<file path="config.mk">
export PLATFORM = sky130hd
export DESIGN_NAME = bus_arbiter
export DESIGN_NICKNAME = d
export VERILOG_FILES = /design/src/rtl/bus_arbiter_pkg.sv /design/src/rtl/bus_arbiter_rr_picker.sv /design/src/rtl/bus_arbiter.sv
export SDC_FILE = /design/constraint.sdc
export NUM_CORES = 1
export LEC_CHECK = 0
export CAP_MARGIN = 15
export CORE_MARGIN = 4
export CORE_UTILIZATION = 40
export CTS_CLUSTER_DIAMETER = 150
export CTS_CLUSTER_SIZE = 10
export DETAILED_ROUTE_END_ITERATION = 10
export PLACE_DENSITY_LB_ADDON = 0.05
export SYNTH_ARGS = -nofsm -noshare
export SYNTH_HDL_FRONTEND = slang
export SYNTH_SLANG_ARGS = --single-unit
</file>
<file path="constraint.sdc">
create_clock -name clk -period 2.4 [get_ports clk]
set_clock_uncertainty 0.2 [all_clocks]
set_input_delay 0.48 -clock clk [delete_from_list [all_inputs] [get_ports clk]]
set_output_delay 0.48 -clock clk [all_outputs]
set_load 0.01 [all_outputs]
</file>
<file path="src/rtl/bus_arbiter_pkg.sv">
// Shared constants and state encoding for the bus arbiter.
// Imported by bus_arbiter and rr_picker.
package bus_arbiter_pkg;

  localparam int N_DEV_DEF   = 4;
  localparam int GRANT_TO_DEF = 8;
  localparam int IDX_W       = 2;

  typedef enum logic [1:0] {
    S_IDLE       = 2'd0,
    S_GRANT_WAIT = 2'd1,
    S_BUSY       = 2'd2
  } state_e;

endpackage

</file>
<file path="src/rtl/bus_arbiter_rr_picker.sv">
// Round-robin picker: first set req bit at or above ptr, wrapping 3->0.
// Ports: req[3:0], ptr[1:0] in; valid, idx[1:0] out. Combinational.
module rr_picker
  import bus_arbiter_pkg::*;
(
  input  logic [3:0]       req,
  input  logic [IDX_W-1:0] ptr,
  output logic             valid,
  output logic [IDX_W-1:0] idx
);

  logic [IDX_W-1:0] cand;

  // Scan from farthest to nearest so the slot closest to ptr wins.
  always_comb begin
    valid = 1'b0;
    idx   = ptr;
    cand  = '0;
    for (int k = 3; k >= 0; k--) begin
      cand = ptr + IDX_W'(k);
      if (req[cand]) begin
        valid = 1'b1;
        idx   = cand;
      end
    end
  end

endmodule

</file>
<file path="src/rtl/bus_arbiter.sv">
// Bus arbiter: PWB-first round-robin grant with hold and grant timeout.
// Ports: clk, rst (sync, high), request/request_type/hold in; grant/active/owner out.
module bus_arbiter
  import bus_arbiter_pkg::*;
#(
  parameter int N_DEV         = N_DEV_DEF,
  parameter int GRANT_TIMEOUT = GRANT_TO_DEF
) (
  input  logic             clk,
  input  logic             rst,
  input  logic [N_DEV-1:0] request,
  input  logic [N_DEV-1:0] request_type,
  input  logic [N_DEV-1:0] hold,
  output logic [N_DEV-1:0] grant,
  output logic             active,
  output logic [IDX_W-1:0] owner
);

  localparam int CNT_W = $clog2(GRANT_TIMEOUT);
  localparam logic [CNT_W-1:0] CNT_LOAD = CNT_W'(GRANT_TIMEOUT - 1);

  state_e           state_q, state_d;
  logic [N_DEV-1:0] grant_q, grant_d;
  logic             active_q, active_d;
  logic [IDX_W-1:0] owner_q, owner_d;
  logic [IDX_W-1:0] rr_q, rr_d;
  logic [CNT_W-1:0] cnt_q, cnt_d;

  logic [3:0]       pwb_req, nrm_req;
  logic             pwb_vld, nrm_vld, win_vld;
  logic [IDX_W-1:0] pwb_idx, nrm_idx, win_idx;

  assign pwb_req = request & request_type;
  assign nrm_req = request & ~request_type;

  rr_picker u_pick_pwb (
    .req   (pwb_req),
    .ptr   (rr_q),
    .valid (pwb_vld),
    .idx   (pwb_idx)
  );

  rr_picker u_pick_nrm (
    .req   (nrm_req),
    .ptr   (rr_q),
    .valid (nrm_vld),
    .idx   (nrm_idx)
  );

  assign win_vld = pwb_vld | nrm_vld;
  assign win_idx = pwb_vld ? pwb_idx : nrm_idx;

  always_comb begin
    state_d  = state_q;
    grant_d  = grant_q;
    active_d = active_q;
    owner_d  = owner_q;
    rr_d     = rr_q;
    cnt_d    = cnt_q;
    unique case (state_q)
      S_IDLE: begin
        grant_d  = '0;
        active_d = 1'b0;
        if (win_vld) begin
          grant_d[win_idx] = 1'b1;
          owner_d = win_idx;
          cnt_d   = CNT_LOAD;
          state_d = S_GRANT_WAIT;
        end
      end
      S_GRANT_WAIT: begin
        if (hold[owner_q]) begin
          active_d = 1'b1;
          state_d  = S_BUSY;
        end else if (!request[owner_q]) begin
          // Requester gave up: no penalty, pointer stays.
          grant_d = '0;
          state_d = S_IDLE;
        end else if (cnt_q == '0) begin
          // Dead requester: move pointer past it.
          grant_d = '0;
          rr_d    = owner_q + IDX_W'(1);
          state_d = S_IDLE;
        end else begin
          cnt_d = cnt_q - CNT_W'(1);
        end
      end
      S_BUSY: begin
        if (!hold[owner_q]) begin
          grant_d  = '0;
          active_d = 1'b0;
          rr_d     = owner_q + IDX_W'(1);
          state_d  = S_IDLE;
        end
      end
      default: begin
        grant_d  = '0;
        active_d = 1'b0;
        state_d  = S_IDLE;
      end
    endcase
  end

  always_ff @(posedge clk) begin
    if (rst) begin
      state_q  <= S_IDLE;
      grant_q  <= '0;
      active_q <= 1'b0;
      owner_q  <= '0;
      rr_q     <= '0;
      cnt_q    <= '0;
    end else begin
      state_q  <= state_d;
      grant_q  <= grant_d;
      active_q <= active_d;
      owner_q  <= owner_d;
      rr_q     <= rr_d;
      cnt_q    <= cnt_d;
    end
  end

  assign grant  = grant_q;
  assign active = active_q;
  assign owner  = owner_q;

endmodule

</file>
# --- Word level (Yosys, flattened, before mapping) ---
# Cells that the tools add are included.
word_totals:
  ff_bits: 14
  out_inout_bits: 7
  elab_cells: 108
op_classes:
  order_cmp: 7
  n_eq_ne: 11
  reduce_logical: 11
  n_addsub: 5
  n_bitwise: 4
  muxes: 64
op_table:
  columns: ["cell", "count"]
  rows:
  - ["2-bit 2-to-1 mux", 18]
  - ["1-bit 2-to-1 mux", 21]
  - ["1-bit binary-select mux with 2-bit select", 10]
  - ["4-bit 2-to-1 mux", 5]
  - ["2-bit by 3-bit < comparator with 1-bit output (second input constant)", 6]
  - ["2-bit != test (second input constant)", 7]
  - ["3-bit 2-to-1 mux", 4]
  - ["4-bit one-hot mux with 3 select lines", 1]
  - ["5-bit AND reduction", 2]
  - ["4-bit AND", 2]
  - ["2-bit one-hot mux with 3 select lines", 1]
  - ["3-bit one-hot mux with 2 select lines", 1]
  - ["3-bit AND reduction", 2]
  - ["2-bit by 1-bit adder with 2-bit output (second input constant)", 2]
  - ["2-bit adder (second input constant)", 2]
  - ["4-bit != test (second input constant)", 1]
  - ["4-bit NOT", 1]
  - ["2-bit one-hot mux with 2 select lines", 1]
  - ["2-bit AND reduction", 2]
  - ["2-bit nonzero test", 2]
  - ["3-bit logical NOT", 1]
  - ["3-bit != test (second input constant)", 1]
  - ["3-bit by 1-bit subtractor with 3-bit output (second input constant)", 1]
  - ["1-bit demux with 2-bit select", 1]
  - ["other kinds (7)", 7]

# --- Longest topological paths before layout ---
# Gate-level depths: netlist of the first run.
depth:
  word_depth: 15
  mapped_depth: 8

# --- By module ---
# Synthesis of the first run repeated with hierarchy kept, for this count alone.
unflattened:
  hier_cells: 112
  area_unflattened_um2: 954.7
by_module_without_submodules:
  columns: ["module", "area_per_inst_um2", "cells_per_inst", "instances", "seq_area_each_um2"]
  rows:
  - ["bus_arbiter", 754.5, 80, 1, 280.3]
  - ["rr_picker", 100.1, 16, 2, 0.0]

# --- Least setup slack after synthesis of the first run ---
# OpenSTA, ideal clock, no wires.
synth_path:
  path_type: "input to register"
  start: "input request[0]"
  end: "register grant_q[1] (netlist: grant[1])"
  stages: 7
  arrival_ns: 1.884
  path_slack_ns: 0.199
  path_cell_list: "buf_4 -> nand2_4 -> nand3_2 -> mux4_2 -> a32o_1 -> mux2_4 -> a22o_1"
synth_via:
  elab_chain_len: 14
  elab_cells_between_ends: 49
  cone_classes: "order compare (2); eq/ne (1); mux (41); bitwise (3); reduce/logical (2)"
synth_lines:
  columns: ["element", "line_no", "text"]
  rows:
  - ["start: declaration", "bus_arbiter.sv:11", "input logic [N_DEV-1:0] request,"]
  - ["4-bit AND (on tied branches)", "bus_arbiter.sv:34, bus_arbiter.sv:33", null]
  - ["1-bit binary-select mux with 2-bit select", "bus_arbiter_rr_picker.sv:21", "if (req[cand]) begin"]
  - ["1-bit 2-to-1 mux (not written as such)", "bus_arbiter_rr_picker.sv:21", null]
  - ["2-bit 2-to-1 mux or 1-bit 2-to-1 mux (tied branches) (4 in series)", "bus_arbiter_rr_picker.sv:21", null]
  - ["2-bit 2-to-1 mux", "bus_arbiter.sv:51", "assign win_idx = pwb_vld ? pwb_idx : nrm_idx;"]
  - ["2-bit by 3-bit < comparator with 1-bit output (not written as such) or 2-bit by 1-bit >= comparator with 1-bit output (tied branches)", "bus_arbiter.sv:65", "grant_d[win_idx] = 1'b1;"]
  - ["1-bit logical AND (not written as such)", "bus_arbiter.sv:65", null]
  - ["1-bit 2-to-1 mux (not written as such)", "bus_arbiter.sv:65", null]
  - ["1-bit demux with 2-bit select", "bus_arbiter.sv:65", null]
  - ["4-bit 2-to-1 mux", "bus_arbiter.sv:64", "if (win_vld) begin"]
  - ["4-bit one-hot mux with 3 select lines", "bus_arbiter.sv:60", "unique case (state_q)"]
  - ["end signal: assignment", "bus_arbiter.sv:114", "grant_q <= grant_d;"]
  - ["end: declaration", "bus_arbiter.sv:23", "logic [N_DEV-1:0] grant_q, grant_d;"]
# Several ways; a longest one is shown, not always the timed one. The select of a mux whose other input is x is not followed.
# A chain may end at the register's enable or synchronous reset.

# --- Worst setup path in the final report of the first run ---
layout_path:
  start: "input request_type[0]"
  end: "register grant_q[1] (netlist: grant[1])"
layout_via:
  elab_chain_len: 15
  elab_cells_between_ends: 44
  cone_classes: "order compare (2); mux (37); bitwise (4); reduce/logical (1)"
layout_lines:
  columns: ["element", "line_no", "text"]
  rows:
  - ["start: declaration", "bus_arbiter.sv:12", "input logic [N_DEV-1:0] request_type,"]
  - ["4-bit NOT", "bus_arbiter.sv:34", "assign nrm_req = request & ~request_type;"]
  - ["4-bit AND", "bus_arbiter.sv:34", null]
  - ["1-bit binary-select mux with 2-bit select", "bus_arbiter_rr_picker.sv:21", null]
  - ["1-bit 2-to-1 mux (not written as such)", "bus_arbiter_rr_picker.sv:21", null]
  - ["2-bit 2-to-1 mux (4 in series)", "bus_arbiter_rr_picker.sv:21", null]
  - ["2-bit 2-to-1 mux", "bus_arbiter.sv:51", null]
  - ["2-bit by 3-bit < comparator with 1-bit output (not written as such) or 2-bit by 1-bit >= comparator with 1-bit output (tied branches)", "bus_arbiter.sv:65", null]
  - ["1-bit logical AND (not written as such)", "bus_arbiter.sv:65", null]
  - ["1-bit 2-to-1 mux (not written as such)", "bus_arbiter.sv:65", null]
  - ["1-bit demux with 2-bit select", "bus_arbiter.sv:65", null]
  - ["4-bit 2-to-1 mux *", "bus_arbiter.sv:64", null]
  - ["4-bit one-hot mux with 3 select lines *", "bus_arbiter.sv:60", null]
# Every way passes the cells marked *; elsewhere a longest branch is shown, timed or not. The select of a mux whose other input is x is not followed.

==> results of run 1 <==
==> kinds of logic (layout without fill, tap and decap cells) <==
logic type	count (synthesis)	after routing	share of synthesized area, %
XOR/XNOR	3	3	2.237
adder cells (fa/ha/maj)	2	2	2.130
AND/OR/NAND/NOR	54	54	28.33
flip-flops	14	14	23.86
buffers and inverters	13	55	5.325
AO/OA/AOI/OAI	46	46	28.22
multiplexers	7	7	9.904
==> synth_stat cells, drive strengths merged, types with 3 or more instances <==
library cell   n
mux4           3
nand3          7
nor2           9
nand2b         5
dfxtp         14
nor2b          6
inv            6
o21ai         10
buf            4
nand2         11
a21oi          7
clkbuf         3
mux2i          3
o21a           3
a211oi         5
a21boi         3
==> power breakdown <==
| group | total [uW] | internal, uW | switching [uW] |
|---|---|---|---|
| registers | 314 | 268 | 45.3 |
| clock network | 171 | 92.4 | 78.9 |
| logic | 409 | 211 | 198 |
| total | 893 | 571 | 322 |
==> worst paths after layout <==
| path | depth (start not counted) | end | start | slack (ns) |
|---|---|---|---|---|
| hold / removal | 2 | grant[2] | grant[2] | 0.25 |
| hold reg to reg | 2 | grant[2] | grant[2] | 0.25 |
| setup reg to reg | 6 | grant[1] | rr_q[0] | 0.17 |
| setup / recovery | 7 | grant[1] | request_type[0] | 0.14 |
==> per-layer routing <==
metal	part of all wire, %	track usage (%)
met5	0	0
met4	1.3	4.336
met3	4.8	4.324
met2	50	29.15
met1	44	22.60
==> metrics by stage <==
step | area [sq um] | util, % | total power, uW
after floorplan | 1175 | - | 561.0
after global placement | 1554 | 55.87 | 703.5
after detailed placement | 1554 | 55.87 | 712.3
after CTS | 1610 | 57.89 | 889.9
after global routing | 1644 | 59.11 | 958.0
final | 1644 | 59.11 | 893.4
==> critical path, delay by kind of cell <==
family                 cells  cell delay [ns]
buffers and inverters      1             0.31
AOI/OAI and AO/OA          4             0.88
and+or+nand+nor            1             0.30
muxes                      1             0.26
==> final cells by class <==
type	instances	area, sq um	share of cell area [%]
Timing Repair Buffer	45	404.1	24.58
Multi-Input combinational cell	112	862.1	52.44
Inverter	6	22.52	1.370
Clock buffer	4	36.28	2.207
Sequential cell	14	280.3	17.05
Tap cell	31	38.79	2.359
==> sequential cells by signal, summed over array words and instances (netlist names) <==
signal and flops:
active 1, cnt_q 3, grant 4, owner 2, rr_q 2, state_q 2
==> timing repair <==
action                                  4_1_cts  5_1_grt
endpoints found under the setup margin        2        6
gates resized for setup                       7       11
pin swaps                                     1        4
setup buffers                                 1        0
hold buffers                                  0        0
==> flow_results.xml, run 1 <==
<?xml version="1.0" encoding="UTF-8"?>
<metrics>
  <group name="sta">
    <metric name="maxClockFrequency" unit="MHz">442.0</metric>
    <metric name="period_share" unit="%">94.27</metric>
    <metric name="setup_tns" unit="ns">0</metric>
    <metric name="timing.final.hold_violations" unit="">0</metric>
    <metric name="worst_slew_pin_slew" unit="ns">0.5392</metric>
    <metric name="final_period_minus_worst_setup_slack" unit="ns">2.262</metric>
    <metric name="setup_repair_after_global_routing_missed_its_margin" unit="">no</metric>
    <metric name="number_of_setup_violations_in_the_final_report" unit="">0</metric>
    <metric name="final-max-slew-violation-count" unit="">0</metric>
    <metric name="finalHoldWorstSlack" unit="ns">0.2537</metric>
    <metric name="slew_headroom" unit="%">63.58</metric>
    <metric name="layout_setup_ws" unit="ns">0.1376</metric>
  </group>
  <group name="critical_path">
    <metric name="worstPathMaxFanout" unit="">5</metric>
    <metric name="setup.worst_path.class" unit="">input port to flop</metric>
    <metric name="timing.critical_path.from_type" unit="">input port</metric>
    <metric name="timing.critical_path.to_type" unit="">flop</metric>
    <metric name="worstPathRequired" unit="ns">2.37</metric>
    <metric name="timing.critical_path.slowest_cell_delay" unit="ns">0.31</metric>
    <metric name="timing.critical_path.cells" unit="">dlygate4sd2_1, or2b_1, o32ai_2, a311oi_2, a32o_2, mux2_4, a22o_1</metric>
    <metric name="slowest_stage" unit="">dlygate4sd2_1</metric>
    <metric name="critPathArrivalTime" unit="ns">2.24</metric>
  </group>
  <group name="place">
    <metric name="dp_hpwl" unit="microns">2588</metric>
    <metric name="port_buffers" unit="">20</metric>
    <metric name="post_place_setup_slack" unit="ns">-0.3859</metric>
    <metric name="dp.cells" unit="">207</metric>
    <metric name="gp_congestion" unit="">0.8996</metric>
  </group>
  <group name="synth">
    <metric name="yosysWarningCount" unit="">0</metric>
    <metric name="synth-seq-cells" unit="">14</metric>
    <metric name="synth_top_cell_area_share" unit="%">23.86</metric>
    <metric name="post_synthesis_cell_area" unit="sq um">1175</metric>
    <metric name="synth_nets" unit="">155</metric>
    <metric name="synthesis.area_per_instance" unit="sq um">8.452</metric>
    <metric name="synth_flop_cell" unit="">dfxtp_1</metric>
    <metric name="synthCells" unit="">139</metric>
    <metric name="post_synth_main_area_contributors" unit="">dfxtp_1, o21ai_0, mux4_2</metric>
    <metric name="synthDominantAreaCellType" unit="">dfxtp_1</metric>
    <metric name="synth-edff-count" unit="">0</metric>
    <metric name="ys_types" unit="">53</metric>
    <metric name="postSynth.asyncResetShare" unit="%">0</metric>
    <metric name="synth_sequential_area_ratio" unit="%">23.86</metric>
  </group>
  <group name="layout">
    <metric name="antenna_cells_inserted" unit="">0</metric>
    <metric name="final_common_cell" unit="">buf_4</metric>
    <metric name="drive_gt1_share" unit="%">27.62</metric>
    <metric name="fillCellCount" unit="">262</metric>
    <metric name="number_of_cells_in_the_finished_layout_apart_from_fillers" unit="">212</metric>
    <metric name="syn_to_final_growth" unit="%">39.94</metric>
    <metric name="layout.nets" unit="">198</metric>
    <metric name="final_cell_mix" unit="">buf_4, dfxtp_1, clkdlybuf4s50_1</metric>
  </group>
  <group name="routing">
    <metric name="drt_first_iter_violations" unit="">64</metric>
    <metric name="drc" unit="">0</metric>
    <metric name="vias_per_cell" unit="">5.925</metric>
    <metric name="detail-route-antenna-nets" unit="">0</metric>
    <metric name="post_detailed_route_wirelength_per_cell" unit="microns">15.80</metric>
    <metric name="detailedRoute.firstPassIterationCount" unit="">4</metric>
    <metric name="detailroute.via_count" unit="">1256</metric>
    <metric name="routed_wirelength" unit="microns">3349</metric>
  </group>
  <group name="pwr">
    <metric name="max-vdd-ir-drop" unit="mV">0.5455</metric>
    <metric name="power.leakage" unit="uW">0.0006739</metric>
    <metric name="power-per-cell-area" unit="nW/um^2">543.4</metric>
  </group>
  <group name="floorplanning">
    <metric name="die_area" unit="sq um">3868</metric>
    <metric name="die_w" unit="microns">62.20</metric>
    <metric name="fp.coreArea" unit="sq um">2781</metric>
    <metric name="die_height" unit="microns">62.20</metric>
    <metric name="top_level_pins" unit="">21</metric>
    <metric name="initial_core_util" unit="%">42.24</metric>
    <metric name="placement_rows" unit="">19</metric>
  </group>
  <group name="clock_network">
    <metric name="clk_latency" unit="ns">0.29</metric>
    <metric name="clock_sinks" unit="">14</metric>
    <metric name="cts-htree-levels" unit="">1</metric>
    <metric name="cts.reportedPaths.clkPinSlew" unit="ns">0.08</metric>
    <metric name="clock_tree_from_tritoncts" unit="">built</metric>
    <metric name="cts-buffers-inserted" unit="">3</metric>
    <metric name="cts_max_path_buffers" unit="">2</metric>
    <metric name="cts-root-buf" unit="">clkbuf_4</metric>
  </group>
  <group name="grt">
    <metric name="grt_max_degree" unit="">14</metric>
    <metric name="groute.usage.overall" unit="%">17.57</metric>
    <metric name="first_pass_grt_wire_length" unit="microns">5733</metric>
    <metric name="grt_antenna_before_repair" unit="">0</metric>
    <metric name="overflow" unit="">0</metric>
    <metric name="grt_pass1_vias" unit="">1237</metric>
  </group>
  <group name="hold_path">
    <metric name="worstHoldPathType" unit="">flop to flop</metric>
  </group>
  <group name="job">
    <metric name="cap_violations" unit="">0</metric>
  </group>
  <group name="run_status">
    <metric name="run_status" unit="">completed</metric>
  </group>
</metrics>
No activity file was read; power rests on OpenSTA's default activity.
==> run 2: changes to the inputs <==
--- a/config.mk
+++ b/config.mk
@@ -11,6 +11,7 @@
 export CTS_CLUSTER_DIAMETER = 150
 export CTS_CLUSTER_SIZE = 10
 export DETAILED_ROUTE_END_ITERATION = 10
+export MAX_ROUTING_LAYER = met4
 export PLACE_DENSITY_LB_ADDON = 0.05
 export SYNTH_ARGS = -nofsm -noshare
 export SYNTH_HDL_FRONTEND = slang
==> flow_results.xml, run 2 (same netlist as run 1, synthesis figures left out) <==
<?xml version="1.0" encoding="UTF-8"?>
<metrics>
  <group name="critical_path">
    <metric name="worstPathRequired" unit="ns">2.38</metric>
    <metric name="timing.critical_path.to_type" unit="">flop</metric>
    <metric name="timing.critical_path.slowest_cell_delay" unit="ns">0.31</metric>
    <metric name="slowest_stage" unit="">dlygate4sd2_1</metric>
    <metric name="worstPathMaxFanout" unit="">5</metric>
    <metric name="timing.critical_path.cells" unit="">dlygate4sd2_1, or2b_1, o32ai_2, a311oi_2, a32o_2, mux2_4, a22o_1</metric>
    <metric name="timing.critical_path.from_type" unit="">input port</metric>
    <metric name="critPathArrivalTime" unit="ns">2.26</metric>
    <metric name="setup.worst_path.class" unit="">input port to flop</metric>
  </group>
  <group name="clock_network">
    <metric name="cts-htree-levels" unit="">1</metric>
    <metric name="clock_sinks" unit="">14</metric>
    <metric name="cts-root-buf" unit="">clkbuf_4</metric>
    <metric name="cts.reportedPaths.clkPinSlew" unit="ns">0.08</metric>
    <metric name="clock_tree_from_tritoncts" unit="">built</metric>
    <metric name="cts-buffers-inserted" unit="">3</metric>
    <metric name="cts_max_path_buffers" unit="">2</metric>
    <metric name="clk_latency" unit="ns">0.28</metric>
  </group>
  <group name="layout">
    <metric name="final_cell_mix" unit="">buf_4, dfxtp_1, clkdlybuf4s50_1</metric>
    <metric name="layout.nets" unit="">195</metric>
    <metric name="drive_gt1_share" unit="%">25.28</metric>
    <metric name="final_common_cell" unit="">buf_4</metric>
    <metric name="syn_to_final_growth" unit="%">37.27</metric>
    <metric name="postLayoutCoreUtil" unit="%">57.98</metric>
    <metric name="antenna_cells_inserted" unit="">0</metric>
    <metric name="flip_flop_count_of_the_largest_register_after_layout" unit="">4</metric>
  </group>
  <group name="routing">
    <metric name="detailedRoute.firstPassIterationCount" unit="">4</metric>
    <metric name="met3_wirelength" unit="microns">115</metric>
    <metric name="detail_route.wirelength.met1" unit="microns">1499</metric>
    <metric name="vias_per_cell" unit="">5.789</metric>
    <metric name="drc" unit="">0</metric>
    <metric name="drt_first_iter_violations" unit="">57</metric>
    <metric name="post_detailed_route_wirelength_per_cell" unit="microns">15.35</metric>
    <metric name="detailroute.via_count" unit="">1210</metric>
    <metric name="met2WireLength" unit="microns">1579</metric>
    <metric name="routed_wirelength" unit="microns">3208</metric>
    <metric name="highest-signal-layer" unit="">met4</metric>
    <metric name="detail-route-antenna-nets" unit="">0</metric>
  </group>
  <group name="grt">
    <metric name="overflow" unit="">0</metric>
    <metric name="grt_antenna_before_repair" unit="">0</metric>
    <metric name="grt_max_degree" unit="">14</metric>
    <metric name="groute.usage.overall" unit="%">17.34</metric>
    <metric name="first_pass_grt_wire_length" unit="microns">5464</metric>
    <metric name="grt_pass1_vias" unit="">1209</metric>
  </group>
  <group name="place">
    <metric name="port_buffers" unit="">20</metric>
    <metric name="dp_hpwl" unit="microns">2492</metric>
    <metric name="gp_congestion" unit="">0.9202</metric>
    <metric name="post_place_setup_slack" unit="ns">-0.3933</metric>
  </group>
  <group name="sta">
    <metric name="final-max-slew-violation-count" unit="">0</metric>
    <metric name="setup_repair_after_global_routing_missed_its_margin" unit="">no</metric>
    <metric name="layout_setup_ws" unit="ns">0.1208</metric>
    <metric name="timing.final.hold_violations" unit="">0</metric>
    <metric name="period_share" unit="%">94.97</metric>
    <metric name="maxClockFrequency" unit="MHz">438.7</metric>
    <metric name="final_period_minus_worst_setup_slack" unit="ns">2.279</metric>
    <metric name="slew_headroom" unit="%">69.61</metric>
    <metric name="worst_slew_pin_slew" unit="ns">0.4552</metric>
    <metric name="number_of_setup_violations_in_the_final_report" unit="">0</metric>
  </group>
  <group name="floorplanning">
    <metric name="placement_rows" unit="">19</metric>
    <metric name="die_area" unit="sq um">3868</metric>
    <metric name="top_level_pins" unit="">21</metric>
    <metric name="fp.coreArea" unit="sq um">2781</metric>
    <metric name="die_height" unit="microns">62.20</metric>
    <metric name="die_w" unit="microns">62.20</metric>
    <metric name="initial_core_util" unit="%">42.24</metric>
  </group>
  <group name="job">
    <metric name="cap_violations" unit="">0</metric>
  </group>
  <group name="pwr">
    <metric name="power-per-cell-area" unit="nW/um^2">546.5</metric>
    <metric name="power.leakage" unit="uW">0.0006573</metric>
    <metric name="max-vdd-ir-drop" unit="mV">0.4802</metric>
  </group>
  <group name="hold_path">
    <metric name="worstHoldPathType" unit="">flop to flop</metric>
  </group>
  <group name="run_status">
    <metric name="run_status" unit="">completed</metric>
  </group>
</metrics>
run 2: layout make-up:
| cell class | instances | area, sq um |
|---|---|---|
| fill | 266 | 1169 |
| multi-input combinational | 112 | 853.3 |
| timing repair buffer | 42 | 381.6 |
| sequential | 14 | 280.3 |
| tap | 31 | 38.79 |
| clock buffer | 4 | 36.28 |
| inverter | 6 | 22.52 |
run 2: path summary, 6_finish.rpt:
path | start | to | slack, ns | cells past startpoint
max | request_type[0] | grant[1] | 0.12 | 7
min | grant[3] | grant[3] | 0.26 | 2
max reg2reg | rr_q[0] | grant[1] | 0.18 | 4
min reg2reg | grant[3] | grant[3] | 0.26 | 2
run 2: worst max-delay path, delay by kind of cell:
kind | cells | cell delay [ns]
compound gates | 4 | 0.90
simple gates | 1 | 0.31
mux | 1 | 0.26
buf+inv | 1 | 0.31
run 2: per-stage QoR:
step                      area (sq um)  hold slack (ns)  cells  setup TNS [ns]  total power [uW]
after detailed placement          1539           0.2532    205          -2.802             704.6
final                             1613           0.2637    209               0             881.5
after floorplan                   1175           0.2635    139               0             561.0
after global routing              1613           0.3022    209               0             952.9
after CTS                         1569           0.2709    209       -0.004686             879.5
after global placement            1539           0.2583    205          -2.567             700.9
run 2: metal layers:
layer,up-vias,track usage (%)
met5,-,-
met2,26,27.20
met4,0,4.336
met1,570,22.53
met3,4,3.784
li1,610,-
run 2: where the power goes:
part           switching [uW]  total (uW)  leakage [uW]  internal (uW)
combinational             192         398      0.000521            206
sequential               44.2         313      0.000115            268
clock                    78.3         171     0.0000210           92.4
run 2: what timing repair did:
item                       4_1_cts  5_1_grt
hold buffers                     0        0
buffers inserted                 0        0
setup endpoints to repair        3        6
resized for setup                3       12
gates cloned                     0        0
